[src/rtl/cnn_feeder.sv]
// cnn_feeder: holds one host-written image and kernel, streams them to CNN as in_valid_1 burst, gap, in_valid_2 burst with number_* held, then waits out out_valid; ports: host wr_en/wr_sel/wr_data, launch start/mode, status busy/done/err, CNN in_valid_1/in_valid_2/number_2/number_4/number_6/in_data, monitored out_valid
module cnn_feeder #(
  parameter int DW = 15,
  parameter int IMG_WORDS = 36,
  parameter int KER_WORDS = 9,
  parameter int TIMEOUT = 1024
) (
  input  logic          clk,
  input  logic          rst_n,
  input  logic          wr_en,
  input  logic          wr_sel,
  input  logic [DW-1:0] wr_data,
  input  logic [1:0]    mode,
  input  logic          start,
  output logic          busy,
  output logic          done,
  output logic          err,
  output logic          in_valid_1,
  output logic          in_valid_2,
  output logic          number_2,
  output logic          number_4,
  output logic          number_6,
  output logic [DW-1:0] in_data,
  input  logic          out_valid
);
  localparam int IC = $clog2(IMG_WORDS + 1);
  localparam int KC = $clog2(KER_WORDS + 1);
  localparam int IA = $clog2(IMG_WORDS);
  localparam int KA = $clog2(KER_WORDS);
  localparam int XW = IA > KA ? IA : KA;
  localparam int TW = $clog2(TIMEOUT + 1);
  typedef enum logic [2:0] {IDLE, SEND_IMG, GAP, SEND_KER, WAIT_OUT} state_t;
  state_t state, state_n;
  logic [DW-1:0] img [IMG_WORDS];
  logic [DW-1:0] ker [KER_WORDS];
  logic [IC-1:0] img_cnt;
  logic [KC-1:0] ker_cnt;
  logic [XW-1:0] idx, idx_n;
  logic [TW-1:0] wcnt, wcnt_n;
  logic [2:0]    sel, sel_n;
  logic          seen, seen_n, done_n, err_n, clr, img_we, ker_we, active_n;
  assign img_we = wr_en && !wr_sel && state == IDLE && img_cnt != IC'(IMG_WORDS);
  assign ker_we = wr_en && wr_sel && state == IDLE && ker_cnt != KC'(KER_WORDS);
  assign active_n = state_n inside {SEND_IMG, GAP, SEND_KER};
  always_comb begin
    state_n = state;
    idx_n = idx;
    wcnt_n = wcnt;
    seen_n = seen;
    sel_n = sel;
    done_n = 1'b0;
    err_n = 1'b0;
    clr = 1'b0;
    case (state)
      IDLE: if (start) begin
        if (img_cnt == IC'(IMG_WORDS) && ker_cnt == KC'(KER_WORDS) && mode != 2'd3) begin
          state_n = SEND_IMG;
          idx_n = '0;
          sel_n = 3'b1 << mode;
        end else err_n = 1'b1;
      end
      SEND_IMG: begin
        state_n = idx == XW'(IMG_WORDS - 1) ? GAP : SEND_IMG;
        idx_n = idx == XW'(IMG_WORDS - 1) ? '0 : idx + 1'b1;
      end
      GAP: state_n = SEND_KER;
      SEND_KER: begin
        state_n = idx == XW'(KER_WORDS - 1) ? WAIT_OUT : SEND_KER;
        idx_n = idx + 1'b1;
        wcnt_n = '0;
        seen_n = 1'b0;
      end
      WAIT_OUT: begin
        wcnt_n = wcnt + 1'b1;
        seen_n = seen | out_valid;
        done_n = seen && !out_valid;
        err_n = !done_n && wcnt == TW'(TIMEOUT - 1);
        clr = done_n | err_n;
        state_n = clr ? IDLE : WAIT_OUT;
      end
      default: state_n = IDLE;
    endcase
  end
  always_ff @(posedge clk) begin
    if (img_we) img[img_cnt[IA-1:0]] <= wr_data;
    if (ker_we) ker[ker_cnt[KA-1:0]] <= wr_data;
  end
  always_ff @(posedge clk or negedge rst_n) begin
    if (!rst_n) begin
      state <= IDLE;
      idx <= '0;
      wcnt <= '0;
      seen <= 1'b0;
      sel <= '0;
      img_cnt <= '0;
      ker_cnt <= '0;
      busy <= 1'b0;
      done <= 1'b0;
      err <= 1'b0;
      in_valid_1 <= 1'b0;
      in_valid_2 <= 1'b0;
      number_2 <= 1'b0;
      number_4 <= 1'b0;
      number_6 <= 1'b0;
      in_data <= '0;
    end else begin
      state <= state_n;
      idx <= idx_n;
      wcnt <= wcnt_n;
      seen <= seen_n;
      sel <= sel_n;
      img_cnt <= clr ? '0 : img_we ? img_cnt + 1'b1 : img_cnt;
      ker_cnt <= clr ? '0 : ker_we ? ker_cnt + 1'b1 : ker_cnt;
      busy <= state_n != IDLE || state != IDLE;
      done <= done_n;
      err <= err_n;
      in_valid_1 <= state_n == SEND_IMG;
      in_valid_2 <= state_n == SEND_KER;
      number_2 <= active_n & sel_n[0];
      number_4 <= active_n & sel_n[1];
      number_6 <= active_n & sel_n[2];
      in_data <= state_n == SEND_IMG ? img[idx_n[IA-1:0]] : state_n == SEND_KER ? ker[idx_n[KA-1:0]] : '0;
    end
  end
endmodule
[config.mk]
export PLATFORM = sky130hd
export DESIGN_NAME = cnn_feeder
export DESIGN_NICKNAME = d
export VERILOG_FILES = /design/src/rtl/cnn_feeder.sv
export SDC_FILE = /design/constraint.sdc
export NUM_CORES = 1
export LEC_CHECK = 0
export BUFFER_PORTS_ARGS = -buffer_cell sky130_fd_sc_hd__buf_2
export CAP_MARGIN = 20
export CORE_UTILIZATION = 65
export CTS_BUF_LIST = sky130_fd_sc_hd__clkbuf_8
export DETAILED_ROUTE_END_ITERATION = 6
export HOLD_SLACK_MARGIN = 0.03
export PLACE_DENSITY = 0.82
export SYNTH_ARGS = -nofsm -noshare
export SYNTH_HDL_FRONTEND = slang
export SYNTH_SLANG_ARGS = --single-unit
[constraint.sdc]
create_clock -name clk -period 4.1 [get_ports clk]
set_input_delay 0.82 -clock clk [delete_from_list [all_inputs] [get_ports clk]]
set_output_delay 0.82 -clock clk [all_outputs]
set_load 0.02 [all_outputs]
=== Yosys cells after proc, flatten, opt, wreduce, memory -nomap -nowiden ===
Memories as Yosys holds them, arrays and structs flattened.
Cells that the tools add are included.
Widths: inputs -> output; s select.

* Input port bits: 23
* Output and inout bits: 23
* Memories kept: 2
* Logic and storage cells: 94
* Flip-flop bits (word level): 57
* RAM bits: 675

{| class="wikitable"
|+ Memory list
! memory !! words !! width !! read ports !! clocked after Yosys merged registers in !! write ports !! RTL line !! text
|-
| img || 36 || 15 || 1 || 0 || 1 || 34 || <nowiki>logic [DW-1:0] img [IMG_WORDS];</nowiki>
|-
| ker || 9 || 15 || 1 || 0 || 1 || 35 || <nowiki>logic [DW-1:0] ker [KER_WORDS];</nowiki>
|}

* Reduce and logical (&&, ||, !) cells: 21
* Add/subtract/negate cells: 4
* Shifts and indexed selects: 1
* Bitwise operators: 5
* Equal/unequal tests: 15
* Mux-type cells: 30

{| class="wikitable"
|+ Operators with widths
! kind !! number
|-
| $mux 15 || 2
|-
| $mux 6 || 5
|-
| $pmux 11 s2 || 1
|-
| $mux 3 || 7
|-
| $pmux 6 s3 || 1
|-
| $pmux 3 s5 || 1
|-
| $add 6x1->6 const B || 2
|-
| $eq 3x2->1 const B || 4
|-
| $eq 6x6->1 const B || 2
|-
| $add 11x1->11 const B || 1
|-
| $eq 11x10->1 const B || 1
|-
| $logic_and 1x1->1 || 10
|-
| $reduce_bool 3->1 || 3
|-
| $mux 1 || 8
|-
| $mux 4 || 2
|-
| $eq 3x1->1 const B || 2
|-
| $eq 6x4->1 const B || 1
|-
| $ne 6x6->1 const B || 1
|-
| $reduce_bool 2->1 || 3
|-
| $add 4x1->4 const B || 1
|-
| $eq 4x4->1 const B || 1
|-
| $ne 4x4->1 const B || 1
|-
| $pmux 1 s2 || 2
|-
| $and 1x1->1 || 3
|-
| other kinds (8) || 11
|}

=== Logic depth before layout (Yosys ltp) ===
Gate-level depths: netlist (run 1).

* Depth in word-level cells: 10
* Mapped depth: 16
* Mapped depth without buffers: 12

=== Worst setup path before layout (run 1) ===
OpenSTA, ideal clock, no wires.

* Path kind: register -> register
* From: register state[2]
* To: memory img[23][0], enable pin
* Path buffers: 2
* Setup slack: 0.319 ns
* Data arrival time: 3.355 ns
* Data required time: 3.674 ns
* Period minus slack after synthesis: 3.781 ns
* Stages on the path, launching flop included: 8
* Setup time: 0.426 ns
* Path through: dfrtp_1 clkbuf_1 clkbuf_1 nor3_1 nand2_1 nor3_2 nand4_1 nor4_1

* Word-level cells in the longest chain between the ends: 5

{| class="wikitable"
|+ RTL lines
! element !! RTL line !! text
|-
| start: declaration || 33 || <nowiki>state_t state, state_n;</nowiki>
|-
| start signal: assignment || 107 || <nowiki>state <= state_n;</nowiki>
|-
| $logic_not 3->1 || 42 || <nowiki>assign img_we = wr_en && !wr_sel && state == IDLE && img_cnt != IC'(IMG_WORDS);</nowiki>
|-
| $logic_and 1x1->1 (2 in series) || 42 ||
|-
| $mux 1 || 85 || <nowiki>if (img_we) img[img_cnt[IA-1:0]] <= wr_data;</nowiki>
|-
| $mux 1 (not written as such) || 85 ||
|-
| end: declaration || 34 ||
|}

Every way passes these cells.

=== Worst setup path after layout (run 1) ===
* From: register ker_cnt[1]
* To: register in_data[10]

* Word-level cells in the longest chain between the ends: 9
* Elaborated cells on any way between the ends: 15
* Classes of those cells: 3 x eq/ne; 8 x mux; 2 x reduce/logical; 2 x memory

{| class="wikitable"
|+ RTL lines
! element !! RTL line !! text
|-
| start: declaration || 37 || <nowiki>logic [KC-1:0] ker_cnt;</nowiki>
|-
| start signal: assignment || 113 || <nowiki>ker_cnt <= clr ? '0 : ker_we ? ker_cnt + 1'b1 : ker_cnt;</nowiki>
|-
| $eq 4x4->1 * || 56 || <nowiki>if (img_cnt == IC'(IMG_WORDS) && ker_cnt == KC'(KER_WORDS) && mode != 2'd3) begin</nowiki>
|-
| $logic_and 1x1->1 * (2 in series) || 56 ||
|-
| parallel branches: the longest is 5 deep, another holds $mem_v2 36x15 || n/a ||
|-
| $mux 15 * || 122 || <nowiki>in_data <= state_n == SEND_IMG ? img[idx_n[IA-1:0]] : state_n == SEND_KER ? ker[idx_n[KA-1:0]] : '0;</nowiki>
|-
| end signal: assignment || 122 ||
|-
| end: declaration || 23 || <nowiki>output logic [DW-1:0] in_data,</nowiki>
|}

Every way passes the cells marked *.
A chain may end at the register's enable or synchronous reset.

==> metrics.md, run 1 <==
| Metric | Value |
|---|---|
| Final Hold Viols | 0 |
| WL final | approximately 82,000 µm |
| Slew @ Worst Pin | between 1 and 1.5 ns |
| Async SR Flop Fraction | 7.79% |
| Starting DRC count in detailed routing | approximately 3,200 |
| Antenna violations before repair | 3 |
| Cells after Synth | between 2,000 and 2,500 |
| Vias per inst | roughly 6.7 |
| Final cycle utilization of the critical path | a little over nine tenths |
| Slowest stage cell, crit path | a31oi_1 |
| Leakage | around 12 nW |
| Peak supply drop | 0.439 mV |
| Total CTS buffers | 105 |
| RSZ-0062 raised after global routing | no |
| Synth cell types | a little over 80 |
| FF-to-FF Start | ker_cnt[1]$_DFFE_PN0P_ |
| WHS | 0.251 ns |
| Sequential cell area fraction in the yosys report | 72.5% |
| Placed wire-length estimate | 49,200 µm |
| Clock skew | about 0.025 ns |
| Num rows | about 80 |
| R2R depth | 11 |
| Dpl ws | between 0.2 and 0.3 ns |
| Net Switching | about 3.8 mW |
| Required time worst endpoint | 4.68 ns |
| Syn nets | between 2,000 and 2,500 |
| Most common cell after layout, fill and taps aside | edfxtp_1 |
| Final WS setup | 0.143 ns |
| Maxcap violations | 0 |
| P_int | ~11 mW |
| Synth area leader | edfxtp_1 |
| Filler cells | 2,775 |
| Reg2reg setup slack | ~0.14 ns |
| I/O Pins | 46 |
| Outcome | finished, final reports clean |
| Clock Latency Late Sink | 0.71 ns |
| Detail Route Antenna Nets | 0 |
| Die height | around 220 µm |
| WL/cell | approximately 27 µm |
| Post-Syn Area | 0.0299 mm² |
| WP buf/inv | 1 |
| Initial Util | between 60% and 70% |
| Family with the most delay on the worst path | compound AO/OA/AOI/OAI gates |
| Largest net degree at the start of global routing | between 80 and 90 |
| Vias in the first global route | 20,000 |
| Maximum clock path buffer count | 3 |
| Worst-path fanout max | 11 |
| Root Buffer | clkbuf_8 |
| Kind of critical path | reg2reg |
| Drt drc | 0 |
| Largest cells by area after synthesis | edfxtp_1 (68%), nand2_1 (6.7%), dfrtp_1 (4.8%) |
| Cell mode on critical path | o21ai_0 |
| Syn avg cell area | 13.3 µm² |
| Post-CTS Hold Buffers | 0 |
| Tmin final | between 3 and 4 ns |
| GR Overflow Total | 0 |
| Setup TNS Final | 0 ns |
| FF+latch count, synth | 732 |
| Most frequent cells in the layout | edfxtp_1 (675), nand2_1 (533), nand3_1 (155) |
| First-pass iteration count of the detailed router | 7 |
| GP Congestion | just under 1 |
| Seq pwr share | 56.5% |
| CP arrival | between 4 and 5 ns |
| Post-CTS Setup Inserts | 0 |
| GRT Util Overall | between 30% and 40% |
| Slew headroom | 22.5% |
| Synth Flop Type | edfxtp_1 |
| Final slew viol count | 0 |
| RR Endpoint | in_data[10]$_DFF_PN0_ |
| Post-synth EDFFs | around 680 |
| Critical path endpoint category | flip-flop |
| HP Class | in2async |
| Die W | about 220 µm |
| Layout cells sized above 1 | about 13% |
| Net Sw Frac | about a quarter |
| Combinational power share | 8.4% |
| CTS Sinks | approximately 730 |
| CTS H-Tree Depth | 3 |
| Global-route wire length before repair | roughly 120,000 µm |
| Clock tree from TritonCTS | built |
| Die area | 0.0469 mm² |
| Nets | roughly 2,400 |
| Power per cell area | 460 mW/mm² |
| # port buffers | 45 |
| CTS resizes | 0 |
| CORE AREA | 0.0454 mm² |
| Max Clock Freq | about 0.25 GHz |
| Worst setup path startpoint | ker_cnt[1]$_DFFE_PN0P_ |
| CTS clk-pin slew, worst paths | 0.06 ns |
| Ys Warns | 0 |
| Max incr delay on CP | about 0.52 ns |
| Synth top area share | 67.8% |
| Number of setup violations in the final report | 0 |
| Area Growth Syn to Fin | 10.6% |
| DR vias | between 20,000 and 25,000 |
| CP Cell Sequence | inv_1 > ha_1 > nand3b_1 > a2111oi_2 > a21oi_1 > o21ai_0 > o21a_1 > nand2_1 > a31oi_1 > o21ai_0 > a31o_2 |
| Clock power share | around a third |
| Startpoint Class | flip-flop |
-- layout make-up --
| type | instances | area (µm²) | share of cell area (%) |
|---|---|---|---|
| timing repair buffer | 154 | 1180 | 3.57 |
| clock inverter | 80 | 363 | 1.10 |
| antenna | 2 | 5.00 | 0.0151 |
| multi-input combinational | 1359 | 7450 | 22.5 |
| tap | 600 | 751 | 2.27 |
| clock buffer | 113 | 1560 | 4.70 |
| inverter | 18 | 77.6 | 0.235 |
| sequential | 732 | 21700 | 65.6 |
-- Yosys cell counts (all sizes together), types with 6 or more instances --
| cell | count |
|---|---|
| a211o | 6 |
| a211oi | 7 |
| a21oi | 100 |
| a221oi | 11 |
| a22oi | 8 |
| a311oi | 19 |
| a31oi | 57 |
| a32oi | 36 |
| and2 | 14 |
| and3 | 28 |
| buf | 103 |
| clkbuf | 32 |
| dfrtp | 57 |
| edfxtp | 675 |
| ha | 9 |
| inv | 18 |
| mux2i | 83 |
| nand2 | 533 |
| nand2b | 7 |
| nand3 | 155 |
| nand4 | 15 |
| nor2 | 83 |
| nor2b | 6 |
| nor3 | 18 |
| o211ai | 16 |
| o21ai | 46 |
| o221ai | 9 |
| o22ai | 10 |
| xor2 | 6 |
-- worst reg2reg max path, cell delays in order (launching register included) --
cell and delay, ns:
dfrtp_1 0.43, inv_1 0.11, ha_1 0.23, nand3b_1 0.19
a2111oi_2 0.49, a21oi_1 0.23, o21ai_0 0.20, o21a_1 0.18
nand2_1 0.46, a31oi_1 0.53, o21ai_0 0.43, a31o_2 0.36
-- registers in the layout, summed over array words and instances, names as in the netlist --
name and flops:
img 540, ker 135, in_data 15, wcnt 11, idx 6, img_cnt 6
ker_cnt 4, sel 3, state 3, busy 1, done 1, err 1
in_valid_1 1, in_valid_2 1, number_2 1, number_4 1, number_6 1, seen 1
-- metal layers --
metal | up-vias | track usage, % | routed length [µm]
met2 | 1585 | 54.6 | 37900
met4 | 4 | 20.2 | 5170
li1 | 8671 | - | -
met1 | 9985 | 46.2 | 28400
met5 | - | 0 | 26
met3 | 316 | 10.0 | 11000
-- worst max path at each step --
stage | cells past startpoint | slack [ns] | endpoint
3_3_place_gp | 13 | 0.34 | in_data[6]$_DFF_PN0_
4_1_cts | 13 | 0.30 | in_data[7]$_DFF_PN0_
3_5_place_dp | 13 | 0.25 | in_data[6]$_DFF_PN0_
2_1_floorplan | 7 | 0.32 | img[23][0]$_DFFE_PP_
6_report | 11 | 0.14 | in_data[10]$_DFF_PN0_
5_1_grt | 13 | 0.04 | in_data[7]$_DFF_PN0_
-- metrics by stage --
stage,cell area [µm²],total power [mW],utilization [%],std cells
finish,33100,15.2,72.9,3058
global route,33100,15.6,72.9,3056
CTS,33100,15.2,72.9,3056
detailed placement,31200,9.98,68.6,2863
global placement,31200,9.92,68.6,2863
floorplan,29900,9.42,-,2244
-- cells by family after synthesis --
family | Yosys count | synth area share (%)
XOR/XNOR | 9 | 0.263
flip-flops | 732 | 72.5
adder cells (fa/ha/maj) | 9 | 0.376
multiplexers | 85 | 2.85
buffers and inverters | 153 | 2.68
AND/OR/NAND/NOR | 885 | 12.8
AO/OA/AOI/OAI | 371 | 8.48
-- power groups by stage --
stage          clock (mW)  sequential, mW  combinational [mW]
2_1_floorplan           0            8.68               0.734
3_3_place_gp            0            8.72                1.20
3_5_place_dp            0            8.74                1.24
4_1_cts              5.34            8.59                1.25
5_1_grt              5.65            8.61                1.36
6_report             5.33            8.59                1.28
No activity file was read; power rests on OpenSTA's default activity.
==> run 2, diff against run 1 <==
--- a/config.mk
+++ b/config.mk
@@ -8,10 +8,11 @@
 export BUFFER_PORTS_ARGS = -buffer_cell sky130_fd_sc_hd__buf_2
 export CAP_MARGIN = 20
 export CORE_UTILIZATION = 65
-export CTS_BUF_LIST = sky130_fd_sc_hd__clkbuf_8
+export CTS_BUF_LIST = sky130_fd_sc_hd__clkbuf_2
 export DETAILED_ROUTE_END_ITERATION = 6
 export HOLD_SLACK_MARGIN = 0.03
 export PLACE_DENSITY = 0.82
+export RECOVER_POWER = 50
 export SYNTH_ARGS = -nofsm -noshare
 export SYNTH_HDL_FRONTEND = slang
 export SYNTH_SLANG_ARGS = --single-unit
==> metrics.md, run 2 (same netlist as run 1, synthesis figures left out) <==
| Metric | Value |
|---|---|
| P_int | 10.8 mW (-5.2%) |
| CP Cell Sequence | ha_1 > or3b_1 > o211a_1 > a311oi_4 > buf_12 > inv_6 > buf_12 > buf_4 > mux2i_1 > o211ai_1 > o2111ai_1 > a311oi_1 > a22o_1 |
| GR Overflow Total | 0 (unchanged) |
| Detail Route Antenna Nets | 0 (unchanged) |
| Net Switching | 3.88 mW (+1.9%) |
| Maximum clock path buffer count | 3 (unchanged) |
| Most common cell after layout, fill and taps aside | edfxtp_1 |
| Starting DRC count in detailed routing | 3,196 (+0.19%) |
| Final cycle utilization of the critical path | 96.1% (-0.40 points) |
| Family with the most delay on the worst path | compound AO/OA/AOI/OAI gates |
| Slew headroom | -81.8% (-100 points) |
| CORE AREA | 0.0454 mm² (unchanged) |
| Clock power share | 32.7% (-2.3 points) |
| Post-CTS Setup Inserts | 0 (unchanged) |
| Final Hold Viols | 0 (unchanged) |
| # port buffers | 45 (unchanged) |
| Num rows | 78 (unchanged) |
| Die height | 217 µm (unchanged) |
| Net Sw Frac | 26.4% (+1.4 points) |
| CTS clk-pin slew, worst paths | 0.11 ns (+0.05 ns) |
| GRT Util Overall | 35.8% (+0.17 points) |
| Setup TNS Final | 0 ns (unchanged) |
| WL/cell | 26.0 µm (-3.5%) |
| Worst-path fanout max | 49 (+38) |
| GR Util met3 | 11.1% (+1.0 points) |
| Maxcap violations | 16 (+16) |
| M2 GR Usage | 54.3% (-0.27 points) |
| HP Class | in2reg |
| Leakage | 11.8 nW (+0.66%) |
| Largest net degree at the start of global routing | 83 (unchanged) |
| CTS H-Tree Depth | 4 (+1) |
| Area Growth Syn to Fin | 9.80% |
| Max Clock Freq | 0.254 GHz (+0.42%) |
| DR vias | 20,900 (+1.6%) |
| Failing checks | capacitance limit, slew limit |
| RSZ-0062 raised after global routing | no |
| Peak supply drop | 0.363 mV (-17%) |
| Layout cells sized above 1 | 16.8% (+4.2 points) |
| Vias in the first global route | 20,500 (+2.3%) |
| Clock Latency Late Sink | 1.23 ns (+0.52 ns) |
| Kind of critical path | reg2reg |
| Placed wire-length estimate | 49,200 µm (unchanged) |
| Antenna violations before repair | 6 (+3) |
| Largest register FFs | 540 (unchanged) |
| Drt drc | 0 (unchanged) |
| Power per cell area | 447 mW/mm² (-2.8%) |
| Most used routing layer | met2 |
| WL final | 82,700 µm (+0.26%) |
| Nets | 2,475 (+3.0%) |
| WP buf/inv | 4 (+3) |
| Cell mode on critical path | buf_12 |
| M1 GR Usage | 45.6% (-0.57 points) |
| Initial Util | 65.9% (unchanged) |
| Root Buffer | clkbuf_2 |
| Global-route wire length before repair | 122,000 µm (+0.45%) |
| GP Congestion | 0.991 (unchanged) |
| Startpoint Class | flip-flop |
| Slowest stage cell, crit path | a311oi_1 |
| Total CTS buffers | 169 (+61%) |
| First-pass iteration count of the detailed router | 6 (-1) |
| Power Total | 14.7 mW (-3.5%) |
| Required time worst endpoint | 5.28 ns (+0.60 ns) |
| Most frequent cells in the layout | edfxtp_1 (675), nand2_1 (533), clkbuf_2 (252) |
| Filler cells | 2,840 (+2.3%) |
| Number of setup violations in the final report | 0 (unchanged) |
| CTS Sinks | 732 (unchanged) |
| Tmin final | 3.94 ns (-0.0165 ns) |
| Die area | 0.0469 mm² (unchanged) |
| Clock skew | 0.0980 ns (+0.0729 ns) |
| Max incr delay on CP | 0.61 ns (+0.09 ns) |
| Combinational power share | 8.8% (+0.4 points) |
| Vias per inst | 6.58 (-2.2%) |
| Final slew viol count | 730 (+730) |
| I/O Pins | 46 (unchanged) |
| Critical path endpoint category | flip-flop |
| Seq pwr share | 58.5% (+2.0 points) |
| CP arrival | 5.12 ns (+0.59 ns) |
| Slew @ Worst Pin | 2.73 ns (+1.56 ns) |
| Die W | 217 µm (unchanged) |
| Clock tree from TritonCTS | built |
| WHS | 0.107 ns (-0.144 ns) |
| Outcome | finished with violations |
## run 2: cell types whose count changed in the layout (fill, tap and decap cells not counted), moves of 5 or more
cell / before / now
clkinv_2: 8 / 3
dlygate4sd3_1: 0 / 9
bufinv_16: 1 / 6
clkbuf_1: 0 / 17
clkinv_1: 27 / 33
buf_2: 45 / 29
clkbuf_8: 113 / 0
inv_1: 53 / 14
clkbuf_2: 0 / 252
## run 2: timing repair
| action | in CTS | in global routing |
|---|---|---|
| hold buffers | 9 | 0 |
| endpoints found under the hold margin | 44 | 0 |
| gates resized for setup | 0 | 1 |
| setup endpoints to repair | 0 | 1 |
## run 2: stage by stage
| stage | area (µm²) | cells | setup WS [ns] | util [%] |
|---|---|---|---|---|
| after CTS | 32900 | 3172 | 0.300 | 72.4 |
| after global routing | 32800 | 3173 | 0.0547 | 72.4 |
| after global placement | 31200 | 2863 | 0.343 | 68.6 |
| final | 32800 | 3177 | 0.160 | 72.4 |
| after floorplan | 29900 | 2244 | 0.319 | - |
| after detailed placement | 31200 | 2863 | 0.251 | 68.6 |
## run 2: tightest hold or removal path, stage by stage
cell and delay [ns]:
buf_2 0.10, nand4_1 0.17, xnor2_1 0.09, nor2_1 0.07
## run 2: layout make-up
cell class                      count  area (µm²)  share of cell area [%]
Tap cell                          600         751                    2.29
Multi-Input combinational cell   1359        7450                    22.7
Sequential cell                   732       21700                    66.0
Timing Repair Buffer              163        1250                    3.80
Clock buffer                      252        1260                    3.84
Antenna cell                        5        12.5                  0.0381
Clock inverter                     48         354                    1.08
Inverter                           18        77.6                   0.236
## run 2: worst paths after layout
path	end	slack [ns]	start	depth (start not counted)
worst min-delay path	ker_cnt[0]$_DFFE_PN0P_	0.11	wr_en	4
max in group asynchronous	in_data[8]$_DFF_PN0_	0.99	rst_n	3
worst max-delay path	in_data[12]$_DFF_PN0_	0.16	idx[1]$_DFF_PN0_	13
worst min register to register	wcnt[9]$_DFFE_PN0P_	0.50	wcnt[9]$_DFFE_PN0P_	1
min in group asynchronous	idx[4]$_DFF_PN0_	0.82	rst_n	2
worst max register to register	in_data[12]$_DFF_PN0_	0.16	idx[1]$_DFF_PN0_	13
## run 2: power by group through the flow
stage	sequential, mW	combinational (mW)	clock (mW)
6_report	8.59	1.29	4.80
5_1_grt	8.61	1.36	5.18
4_1_cts	8.57	1.26	4.84
3_5_place_dp	8.74	1.24	0
3_3_place_gp	8.72	1.20	0
2_1_floorplan	8.68	0.734	0
## run 2: routing by layer
layer	part of all wire [%]	wire (µm)
met3	14	11500
met4	6.3	5230
met1	34	28100
met2	46	37900
met5	0.015	12
